$ cat src/rtl/uart_apb_sequencer_pkg.sv
// Shared definitions for the UART APB sequencer: register map, status bits,
// FSM state encodings and the APB command bundle.
package uart_apb_sequencer_pkg;

    localparam logic [4:0] ADDR_TXDATA  = 5'h00;
    localparam logic [4:0] ADDR_RXDATA  = 5'h04;
    localparam logic [4:0] ADDR_BAUD_LO = 5'h08;
    localparam logic [4:0] ADDR_BAUD_HI = 5'h0C;
    localparam logic [4:0] ADDR_STATUS  = 5'h10;

    localparam int STAT_TXRDY_BIT = 0;
    localparam int STAT_RXRDY_BIT = 1;

    typedef enum logic [2:0] {
        CFG1 = 3'd0,
        CFG2 = 3'd1,
        POLL = 3'd2,
        RXRD = 3'd3,
        TXWR = 3'd4
    } seq_state_e;

    // Encoding doubles as {PSEL, PENABLE}.
    typedef enum logic [1:0] {
        XF_IDLE   = 2'b00,
        XF_SETUP  = 2'b10,
        XF_ACCESS = 2'b11
    } xfer_state_e;

    typedef struct packed {
        logic [4:0] addr;
        logic       write;
        logic [7:0] wdata;
    } apb_cmd_t;

endpackage

$ cat src/rtl/uart_apb_sequencer_xfer.sv
// Single APB master transfer engine: SETUP then ACCESS until PREADY, with
// address/direction/data latched at start and a completion strobe.
module uart_apb_xfer
    import uart_apb_sequencer_pkg::*;
(
    input  logic       clk_i,
    input  logic       rst_i,
    input  logic       start_i,
    input  apb_cmd_t   cmd_i,
    output logic       busy_o,
    output logic       done_o,
    output logic [7:0] rdata_o,
    output logic       slverr_o,
    output logic       psel_o,
    output logic       penable_o,
    output logic [4:0] paddr_o,
    output logic       pwrite_o,
    output logic [7:0] pwdata_o,
    input  logic [7:0] prdata_i,
    input  logic       pready_i,
    input  logic       pslverr_i
);

    xfer_state_e state_q, state_d;
    apb_cmd_t    cmd_q, cmd_d;

    // Transfer state and latched command.
    always_ff @(posedge clk_i or posedge rst_i) begin
        if (rst_i) begin
            state_q <= XF_IDLE;
            cmd_q   <= '{addr: 5'h00, write: 1'b0, wdata: 8'h00};
        end else begin
            state_q <= state_d;
            cmd_q   <= cmd_d;
        end
    end

    // Handshake sequencing.
    always_comb begin
        state_d = state_q;
        cmd_d   = cmd_q;
        case (state_q)
            XF_IDLE: begin
                if (start_i) begin
                    state_d = XF_SETUP;
                    cmd_d   = cmd_i;
                end else begin
                    state_d = XF_IDLE;
                end
            end
            XF_SETUP:  state_d = XF_ACCESS;
            XF_ACCESS: begin
                if (pready_i) begin
                    state_d = XF_IDLE;
                end else begin
                    state_d = XF_ACCESS;
                end
            end
            default:   state_d = XF_IDLE;
        endcase
    end

    assign psel_o    = state_q[1];
    assign penable_o = state_q[0];
    assign busy_o    = state_q[1];
    assign paddr_o   = cmd_q.addr;
    assign pwrite_o  = cmd_q.write;
    assign pwdata_o  = cmd_q.wdata;
    assign done_o    = (state_q == XF_ACCESS) && pready_i;
    assign rdata_o   = prdata_i;
    assign slverr_o  = pslverr_i;

endmodule

$ cat src/rtl/uart_apb_sequencer.sv
// Configures a UART over APB, then polls status and moves bytes between
// round-robin TX requesters and the UART. RX path enabled by UART_SEQ_RX_EN.
module uart_apb_sequencer
    import uart_apb_sequencer_pkg::*;
#(
    parameter int          NUM_REQ    = 4,
    parameter logic [12:0] BAUD_VALUE = 13'd1,
    parameter logic [2:0]  CFG_MODE   = 3'b001
) (
    input  logic                 PCLK,
    input  logic                 PRESET,
    input  logic [NUM_REQ-1:0]   req_valid,
    input  logic [8*NUM_REQ-1:0] req_data,
    output logic [NUM_REQ-1:0]   req_ready,
    output logic                 rx_valid,
    output logic [7:0]           rx_data,
    output logic                 cfg_done,
    output logic                 err,
    output logic [4:0]           PADDR,
    output logic                 PSEL,
    output logic                 PENABLE,
    output logic                 PWRITE,
    output logic [7:0]           PWDATA,
    input  logic [7:0]           PRDATA,
    input  logic                 PREADY,
    input  logic                 PSLVERR
);

    localparam int GW = $clog2(NUM_REQ);

    seq_state_e  state_q, state_d;
    logic [GW-1:0] grant_q, grant_d;
    logic [GW-1:0] last_grant_q, last_grant_d;
    logic [7:0]  tx_byte_q, tx_byte_d;
    logic        cfg_done_q, cfg_done_d;
    logic        err_q, err_d;
    apb_cmd_t    cmd_s;
    logic        busy_s, done_s, slverr_s;
    logic [7:0]  rdata_s;
    logic [GW-1:0] rr_grant_s;

    // Nearest valid requester after 'last', wrapping modulo NUM_REQ.
    function automatic logic [GW-1:0] rr_pick(input logic [NUM_REQ-1:0] valid,
                                              input logic [GW-1:0] last);
        logic [GW-1:0] pick;
        logic [GW-1:0] idx;
        int            s;
        pick = last;
        for (int k = NUM_REQ; k >= 1; k--) begin
            s   = int'(last) + k;
            s   = (s >= NUM_REQ) ? (s - NUM_REQ) : s;
            idx = GW'(s);
            if (valid[idx]) pick = idx;
        end
        return pick;
    endfunction

    assign rr_grant_s = rr_pick(req_valid, last_grant_q);

    uart_apb_xfer u_xfer (
        .clk_i     (PCLK),
        .rst_i     (PRESET),
        .start_i   (!busy_s),
        .cmd_i     (cmd_s),
        .busy_o    (busy_s),
        .done_o    (done_s),
        .rdata_o   (rdata_s),
        .slverr_o  (slverr_s),
        .psel_o    (PSEL),
        .penable_o (PENABLE),
        .paddr_o   (PADDR),
        .pwrite_o  (PWRITE),
        .pwdata_o  (PWDATA),
        .prdata_i  (PRDATA),
        .pready_i  (PREADY),
        .pslverr_i (PSLVERR)
    );

`ifdef UART_SEQ_RX_EN
    logic       rx_valid_q, rx_valid_d;
    logic [7:0] rx_data_q, rx_data_d;

    // Received byte capture.
    always_ff @(posedge PCLK or posedge PRESET) begin
        if (PRESET) begin
            rx_valid_q <= 1'b0;
            rx_data_q  <= 8'h00;
        end else begin
            rx_valid_q <= rx_valid_d;
            rx_data_q  <= rx_data_d;
        end
    end

    assign rx_valid = rx_valid_q;
    assign rx_data  = rx_data_q;
`else
    logic unused_rdata_s;
    assign unused_rdata_s = ^rdata_s[7:1];
    assign rx_valid       = 1'b0;
    assign rx_data        = 8'h00;
`endif

    // Sequencer state and bookkeeping.
    always_ff @(posedge PCLK or posedge PRESET) begin
        if (PRESET) begin
            state_q      <= CFG1;
            grant_q      <= GW'(NUM_REQ - 1);
            last_grant_q <= GW'(NUM_REQ - 1);
            tx_byte_q    <= 8'h00;
            cfg_done_q   <= 1'b0;
            err_q        <= 1'b0;
        end else begin
            state_q      <= state_d;
            grant_q      <= grant_d;
            last_grant_q <= last_grant_d;
            tx_byte_q    <= tx_byte_d;
            cfg_done_q   <= cfg_done_d;
            err_q        <= err_d;
        end
    end

    // Next state, per-state APB command and side effects of completion.
    always_comb begin
        state_d      = state_q;
        grant_d      = grant_q;
        last_grant_d = last_grant_q;
        tx_byte_d    = tx_byte_q;
        cfg_done_d   = cfg_done_q;
        err_d        = err_q | (done_s & slverr_s);
        cmd_s        = '{addr: ADDR_STATUS, write: 1'b0, wdata: 8'h00};
`ifdef UART_SEQ_RX_EN
        rx_valid_d   = 1'b0;
        rx_data_d    = rx_data_q;
`endif
        case (state_q)
            CFG1: begin
                cmd_s = '{addr: ADDR_BAUD_LO, write: 1'b1, wdata: BAUD_VALUE[7:0]};
                if (done_s) begin
                    state_d = CFG2;
                end else begin
                    state_d = CFG1;
                end
            end
            CFG2: begin
                cmd_s = '{addr: ADDR_BAUD_HI, write: 1'b1,
                          wdata: {BAUD_VALUE[12:8], CFG_MODE}};
                if (done_s) begin
                    state_d    = POLL;
                    cfg_done_d = 1'b1;
                end else begin
                    state_d = CFG2;
                end
            end
            POLL: begin
                if (!done_s) begin
                    state_d = POLL;
`ifdef UART_SEQ_RX_EN
                end else if (rdata_s[STAT_RXRDY_BIT]) begin
                    state_d = RXRD;
`endif
                end else if (rdata_s[STAT_TXRDY_BIT] && (|req_valid)) begin
                    state_d   = TXWR;
                    grant_d   = rr_grant_s;
                    tx_byte_d = req_data[{rr_grant_s, 3'b000} +: 8];
                end else begin
                    state_d = POLL;
                end
            end
`ifdef UART_SEQ_RX_EN
            RXRD: begin
                cmd_s = '{addr: ADDR_RXDATA, write: 1'b0, wdata: 8'h00};
                if (done_s) begin
                    state_d    = POLL;
                    rx_valid_d = 1'b1;
                    rx_data_d  = rdata_s;
                end else begin
                    state_d = RXRD;
                end
            end
`endif
            TXWR: begin
                cmd_s = '{addr: ADDR_TXDATA, write: 1'b1, wdata: tx_byte_q};
                if (done_s) begin
                    state_d      = POLL;
                    last_grant_d = grant_q;
                end else begin
                    state_d = TXWR;
                end
            end
            default: state_d = CFG1;
        endcase
    end

    // req_ready must coincide with the completing ACCESS cycle, hence combinational.
    assign req_ready = (state_q == TXWR && done_s) ? (NUM_REQ'(1) << grant_q) : '0;
    assign cfg_done  = cfg_done_q;
    assign err       = err_q;

endmodule

$ cat config.mk
export PLATFORM = sky130hd
export DESIGN_NAME = uart_apb_sequencer
export DESIGN_NICKNAME = d
export VERILOG_FILES = /design/src/rtl/uart_apb_sequencer_pkg.sv /design/src/rtl/uart_apb_sequencer_xfer.sv /design/src/rtl/uart_apb_sequencer.sv
export SDC_FILE = /design/constraint.sdc
export NUM_CORES = 1
export LEC_CHECK = 0
export ABC_AREA = 1
export ABC_CLOCK_PERIOD_IN_PS = 1600
export CAP_MARGIN = 20
export CORE_MARGIN = 2
export CORE_UTILIZATION = 41
export DETAILED_ROUTE_END_ITERATION = 6
export GPL_TIMING_DRIVEN = 0
export PLACE_DENSITY_LB_ADDON = 0.15
export SLEW_MARGIN = 20
export SYNTH_ARGS = -nofsm -noshare
export SYNTH_HDL_FRONTEND = slang
export SYNTH_HIERARCHICAL = 1
export SYNTH_SLANG_ARGS = --single-unit
$ cat constraint.sdc
create_clock -name PCLK -period 1.6 [get_ports PCLK]
set_input_delay 0.4 -clock PCLK [delete_from_list [all_inputs] [get_ports PCLK]]
set_output_delay 0.4 -clock PCLK [all_outputs]
set_load 0.02 [all_outputs]
After elaboration in Yosys (flattened, before gate mapping)

Cells that the tools add are included.

Magnitude comparators: 8
Bitwise logic cells: 3
Muxes and demuxes: 27
Eq/ne operators: 5
Shift-type cells: 2
$add $sub $neg: 8
Reduce and logical (&&, ||, !) cells: 10

Operators by type and width:

| cell                                                                   | number |
|---|---|
| 14-bit case mux with 3 select lines                                    | 1 |
| 32-bit by 6-bit variable part select with 8-bit output                 | 1 |
| 2-bit 2-to-1 mux                                                       | 11 |
| 2-bit by 3-bit < comparator with 1-bit output (second input constant)  | 4 |
| 3-bit case mux with 4 select lines                                     | 1 |
| 3-bit >= comparator (second input constant)                            | 3 |
| 3-bit 2-to-1 mux                                                       | 3 |
| 1-bit binary-select mux with 2-bit select                              | 4 |
| 2-bit by 1-bit subtractor with 2-bit output (second input constant)    | 4 |
| 2-bit by 2-bit adder with 3-bit output (second input constant)         | 2 |
| 2-bit case mux with 3 select lines                                     | 1 |
| 2-bit AND reduction                                                    | 3 |
| 1-bit 2-to-1 mux                                                       | 5 |
| 2-bit by 3-bit adder with 4-bit output (second input constant)         | 1 |
| 2-bit equality test (second input constant)                            | 2 |
| 4-bit by 3-bit >= comparator with 1-bit output (second input constant) | 1 |
| 4-bit 2-to-1 mux                                                       | 1 |
| 4-bit OR reduction                                                     | 1 |
| 1-bit by 2-bit << shifter with 4-bit output (first input constant)     | 1 |
| 2-bit by 1-bit adder with 3-bit output (second input constant)         | 1 |
| 3-bit by 1-bit equality test with 1-bit output (second input constant) | 1 |
| 3-bit by 2-bit equality test with 1-bit output (second input constant) | 1 |
| 3-bit equality test (second input constant)                            | 1 |
| 1-bit logical AND                                                      | 3 |
| other kinds (6)                                                        | 6 |

Word-level logic and storage cells: 73
Flip-flop bits (word level): 33
Output and inout bits: 31

Depth between registers and ports, before layout

Depth after elaboration: 10
Depth in mapped cells: 17
Gate-level depth less buffers: 15

Modules after synthesis

Netlist, hierarchy kept.

By module, submodules not included:

| module             | instances | seq. area each (um2) | area each (um2) | cells each |
|---|---|---|---|---|
| uart_apb_sequencer | 1         | 430.4                | 1531.5          | 242 |
| uart_apb_xfer      | 1         | 400.4                | 726.9           | 80 |

Worst setup path after synthesis

OpenSTA, ideal clock, no wires.

Kind: reg-to-output
Start point: register u_xfer.state_q[0]
End point: output port req_ready[0]
Arrival: 1688 ps
Path slack: -488 ps
Path buffers: 1
Stages on the path, launching flop included: 8
Path through: dfrtp_1 > nand2_1 > nor2_1 > clkbuf_1 > inv_1 > nor2_1 > inv_1 > nor3_1

Cells in the longest elaborated chain, start to end: 4

RTL lines:

| element                | line                          | text |
|---|---|---|
| from (decl)            | uart_apb_sequencer_xfer.sv:24 | `xfer_state_e state_q, state_d;` |
| from (signal assigned) | uart_apb_sequencer_xfer.sv:33 | `state_q <= state_d;` |
| 2-bit equality test    | uart_apb_sequencer_xfer.sv:69 | `assign done_o = (state_q == XF_ACCESS) && pready_i;` |
| 1-bit logical AND      | uart_apb_sequencer_xfer.sv:69 |  |
| net done_s             | uart_apb_sequencer.sv:38      | `logic busy_s, done_s, slverr_s;` |
| 1-bit logical AND      | uart_apb_sequencer.sv:195     | `assign req_ready = (state_q == TXWR && done_s) ? (NUM_REQ'(1) << grant_q) : '0;` |
| 4-bit 2-to-1 mux       | uart_apb_sequencer.sv:195     |  |
| to (decl)              | uart_apb_sequencer.sv:14      | `output logic [NUM_REQ-1:0] req_ready,` |

The timed path passes the listed nets, and every way through them passes these cells.

Worst setup path in the final report

Start point: register last_grant_q[0]
End point: register tx_byte_q[0]

Cells in the longest elaborated chain, start to end: 10
Elaborated cells between the ends (all ways): 29
Those cells by class: add/sub: 8; order compare: 4; shift: 1; mux: 16

RTL lines:

| element                                                                                                       | line                      | text |
|---|---|---|
| from (decl)                                                                                                   | uart_apb_sequencer.sv:33  | `logic [GW-1:0] last_grant_q, last_grant_d;` |
| from (signal assigned)                                                                                        | uart_apb_sequencer.sv:108 | `last_grant_q <= GW'(NUM_REQ - 1);` |
| from (signal assigned)                                                                                        | uart_apb_sequencer.sv:115 | `last_grant_q <= last_grant_d;` |
| 2-bit by 3-bit adder with 4-bit output                                                                        | uart_apb_sequencer.sv:50  | `s = int'(last) + k;` |
| 4-bit by 3-bit >= comparator with 1-bit output or 2-bit by 1-bit subtractor with 2-bit output (tied branches) | uart_apb_sequencer.sv:51  | `s = (s >= NUM_REQ) ? (s - NUM_REQ) : s;` |
| 2-bit 2-to-1 mux                                                                                              | uart_apb_sequencer.sv:51  |  |
| 1-bit binary-select mux with 2-bit select                                                                     | uart_apb_sequencer.sv:53  | `if (valid[idx]) pick = idx;` |
| 1-bit 2-to-1 mux (not written as such)                                                                        | uart_apb_sequencer.sv:53  |  |
| 2-bit 2-to-1 mux (3 in a row)                                                                                 | uart_apb_sequencer.sv:53  |  |
| 2-bit 2-to-1 mux (*)                                                                                          | uart_apb_sequencer.sv:53  |  |
| 32-bit by 6-bit variable part select with 8-bit output (*)                                                    | uart_apb_sequencer.sv:164 | `tx_byte_d = req_data[{rr_grant_s, 3'b000} +: 8];` |
| to (signal assigned)                                                                                          | uart_apb_sequencer.sv:116 | `tx_byte_q <= tx_byte_d;` |
| to (decl)                                                                                                     | uart_apb_sequencer.sv:34  | `logic [7:0] tx_byte_q, tx_byte_d;` |

Mark *: on every way between the ends. The rest lies on a longest branch, timed or not. The select of a mux whose other input is x is not followed.
A chain may end at the register's enable or synchronous reset.

==> impl_metrics.ini <==
[run_status]
status = complete, but fails checks
violations = setup timing

[timing]
worst_pin_slew_ps = 644
slew_viol_final = 0
post-route-period-util = 1.22
setup_viol_count_final = 14
final.setup.worst_slack_ps = -359
rsz0062_at_grt = true
hold_violations = 0
slew_headroom = 0.570
finClkSkew_ps = 7.73
finalCriticalPeriod_ps = 1960
max_freq_ghz = 0.510

[pwr]
irDropWorstVdd_v = 0.00104
leakage_nw = 2.07
power_per_cell_area_mw_per_mm2 = 1670
swShare = 0.448
clockPowerShare = 0.128
p_comb_frac = 0.660
switching_power_mw = 2.82
internal-power_mw = 3.48
pwr-share-seq = 0.213
power_mw = 6.30

[worst_setup_path]
critPathArrivalTime_ps = 2120
start_kind = flop
path_class = reg2reg
crit_fanout = 8
critPathCaptureType = flop
cp.required_ps = 1760

[final_layout]
seqCellArea_um2 = 832
stdcell_count = 498
antenna_cells = 0
mostFrequentLayoutCells = nand2_1, inv_1, buf_4
mostFrequentLayoutCell = nand2_1
multi_input_area_mm2 = 0.00138
fillers = 428
post-route-util = 0.733
syn_to_final_growth_pct = 70.8
nets = 475
drive_gt1_frac = 0.390

[clocking]
cts_buffers = 5
clk_pin_slew_worst_paths_ps = 70
cts_tree = done
root_buffer = clkbuf_8
htreeDepth = 2
cts_buffer_depth = 2
clk_latency_ps = 290
cts.sinks = 33

[die]
rows = 26
die_w_um = 77.4
start_util = 0.429
core_mm2 = 0.00514
io_pins = 79
die_area_mm2 = 0.00598
die-height_um = 77.4

[detailed_routing]
dr.pass1.iters = 4
remaining_drc_errors = 0
vias = 2303
ant_nets = 0
viasPerCell = 4.62
wirelength_mm = 6.11
drt_iter0_drc = 87
avgRoutedWirePerCell_um = 12.3

[placed_design]
gp_congestion = 0.831
placedCellCount = 455
io_buffers = 60
hpwl_mm = 3.69

[global_routing]
overflow = 0
grt_pass1_wl_mm = 9.43
antenna_found_initial = 0
grt_pass1_vias = 2170
track_usage = 0.192
grt_max_degree = 18

[flow_run]
cap_violations = 0

[synthesis]
synth_cells = 315
synth_area_per_cell_um2 = 7.00
yosysWarnings = 6
syn_area_mm2 = 0.00221

[worst_hold_path]
worstHoldPathType = in2reg
power groups by stage:
stage,combinational [mW],clock (mW),sequential (mW)
final,4.16,0.804,1.34
after global routing,4.49,0.844,1.38
after CTS,3.73,0.815,1.34
after detailed placement,2.79,0,1.37
after global placement,2.76,0,1.35
after floorplan,1.95,0,1.46
cell type report:
| cell class | count | share of cell area |
|---|---|---|
| flip-flops and latches | 33 | 0.221 |
| clock inverters | 1 | 0.00797 |
| plain buffers | 19 | 0.0461 |
| multi-input cells | 215 | 0.366 |
| well taps | 70 | 0.0232 |
| inverters | 56 | 0.0621 |
| repair buffers | 97 | 0.251 |
| clock buffers | 7 | 0.0229 |
critical path: stages (launching register included):
cell and delay (ps):
dfstp_2 540, buf_8 140, inv_12 60, nand2_4 50, nand2_2 50, nand2_2 70, nand2_2 50, inv_2 60
nand2_4 70, nand3_4 120, buf_6 130, buf_6 120, nand3_2 90, nand3_2 70, nand2_1 60, nand2_1 60
nand2_1 80
path summary, 6_finish.rpt:
path,startpoint,end,slack [ps],cells past startpoint
worst max-delay path,last_grant_q[0],tx_byte_q[0],-360,16
worst min-delay path,PSLVERR,err,310,2
worst max register to register,last_grant_q[0],tx_byte_q[0],-360,16
worst min register to register,err,err,460,1
max in group asynchronous,PRESET,state_q[0],630,2
min in group asynchronous,PRESET,u_xfer/pwdata_o[2],530,2
repair_timing:
item / CTS / global route
gates resized for setup: 97 / 56
hold buffers: 0 / 0
pin swaps: 35 / 37
gates cloned: 2 / 1
endpoints found under the hold margin: 0 / 0
buffers inserted: 27 / 12
setup endpoints to repair: 33 / 17
sequential cells by signal (all words and copies together), names as in the netlist, 2 cells and up:
register / cells
u_xfer/pwdata_o: 8
state_q: 3
u_xfer/state_q: 2
grant_q: 2
tx_byte_q: 8
u_xfer/paddr_o: 5
last_grant_q: 2
routing by layer:
| metal | vias up | wire, um | share of wire | GRT usage |
|---|---|---|---|---|
| met2 | 72 | 3190 | 0.52 | 0.344 |
| li1 | 1155 | - | - | - |
| met5 | - | 0 | 0 | 0 |
| met3 | 13 | 286 | 0.047 | 0.0349 |
| met4 | 0 | 113 | 0.018 | 0.0607 |
| met1 | 1063 | 2520 | 0.41 | 0.234 |
stage by stage:
| step | TNS [ps] | hold WS [ps] | setup slack (ps) | area, um^2 |
|---|---|---|---|---|
| after floorplan | -941 | 314 | -117 | 2310 |
| after global placement | -9610 | 440 | -1040 | 3000 |
| after detailed placement | -9860 | 447 | -1040 | 3000 |
| after CTS | -3500 | 318 | -355 | 3520 |
| after global routing | -5120 | 314 | -451 | 3770 |
| final | -3810 | 314 | -359 | 3770 |
Note: power is estimated with default switching activity, not from simulation.
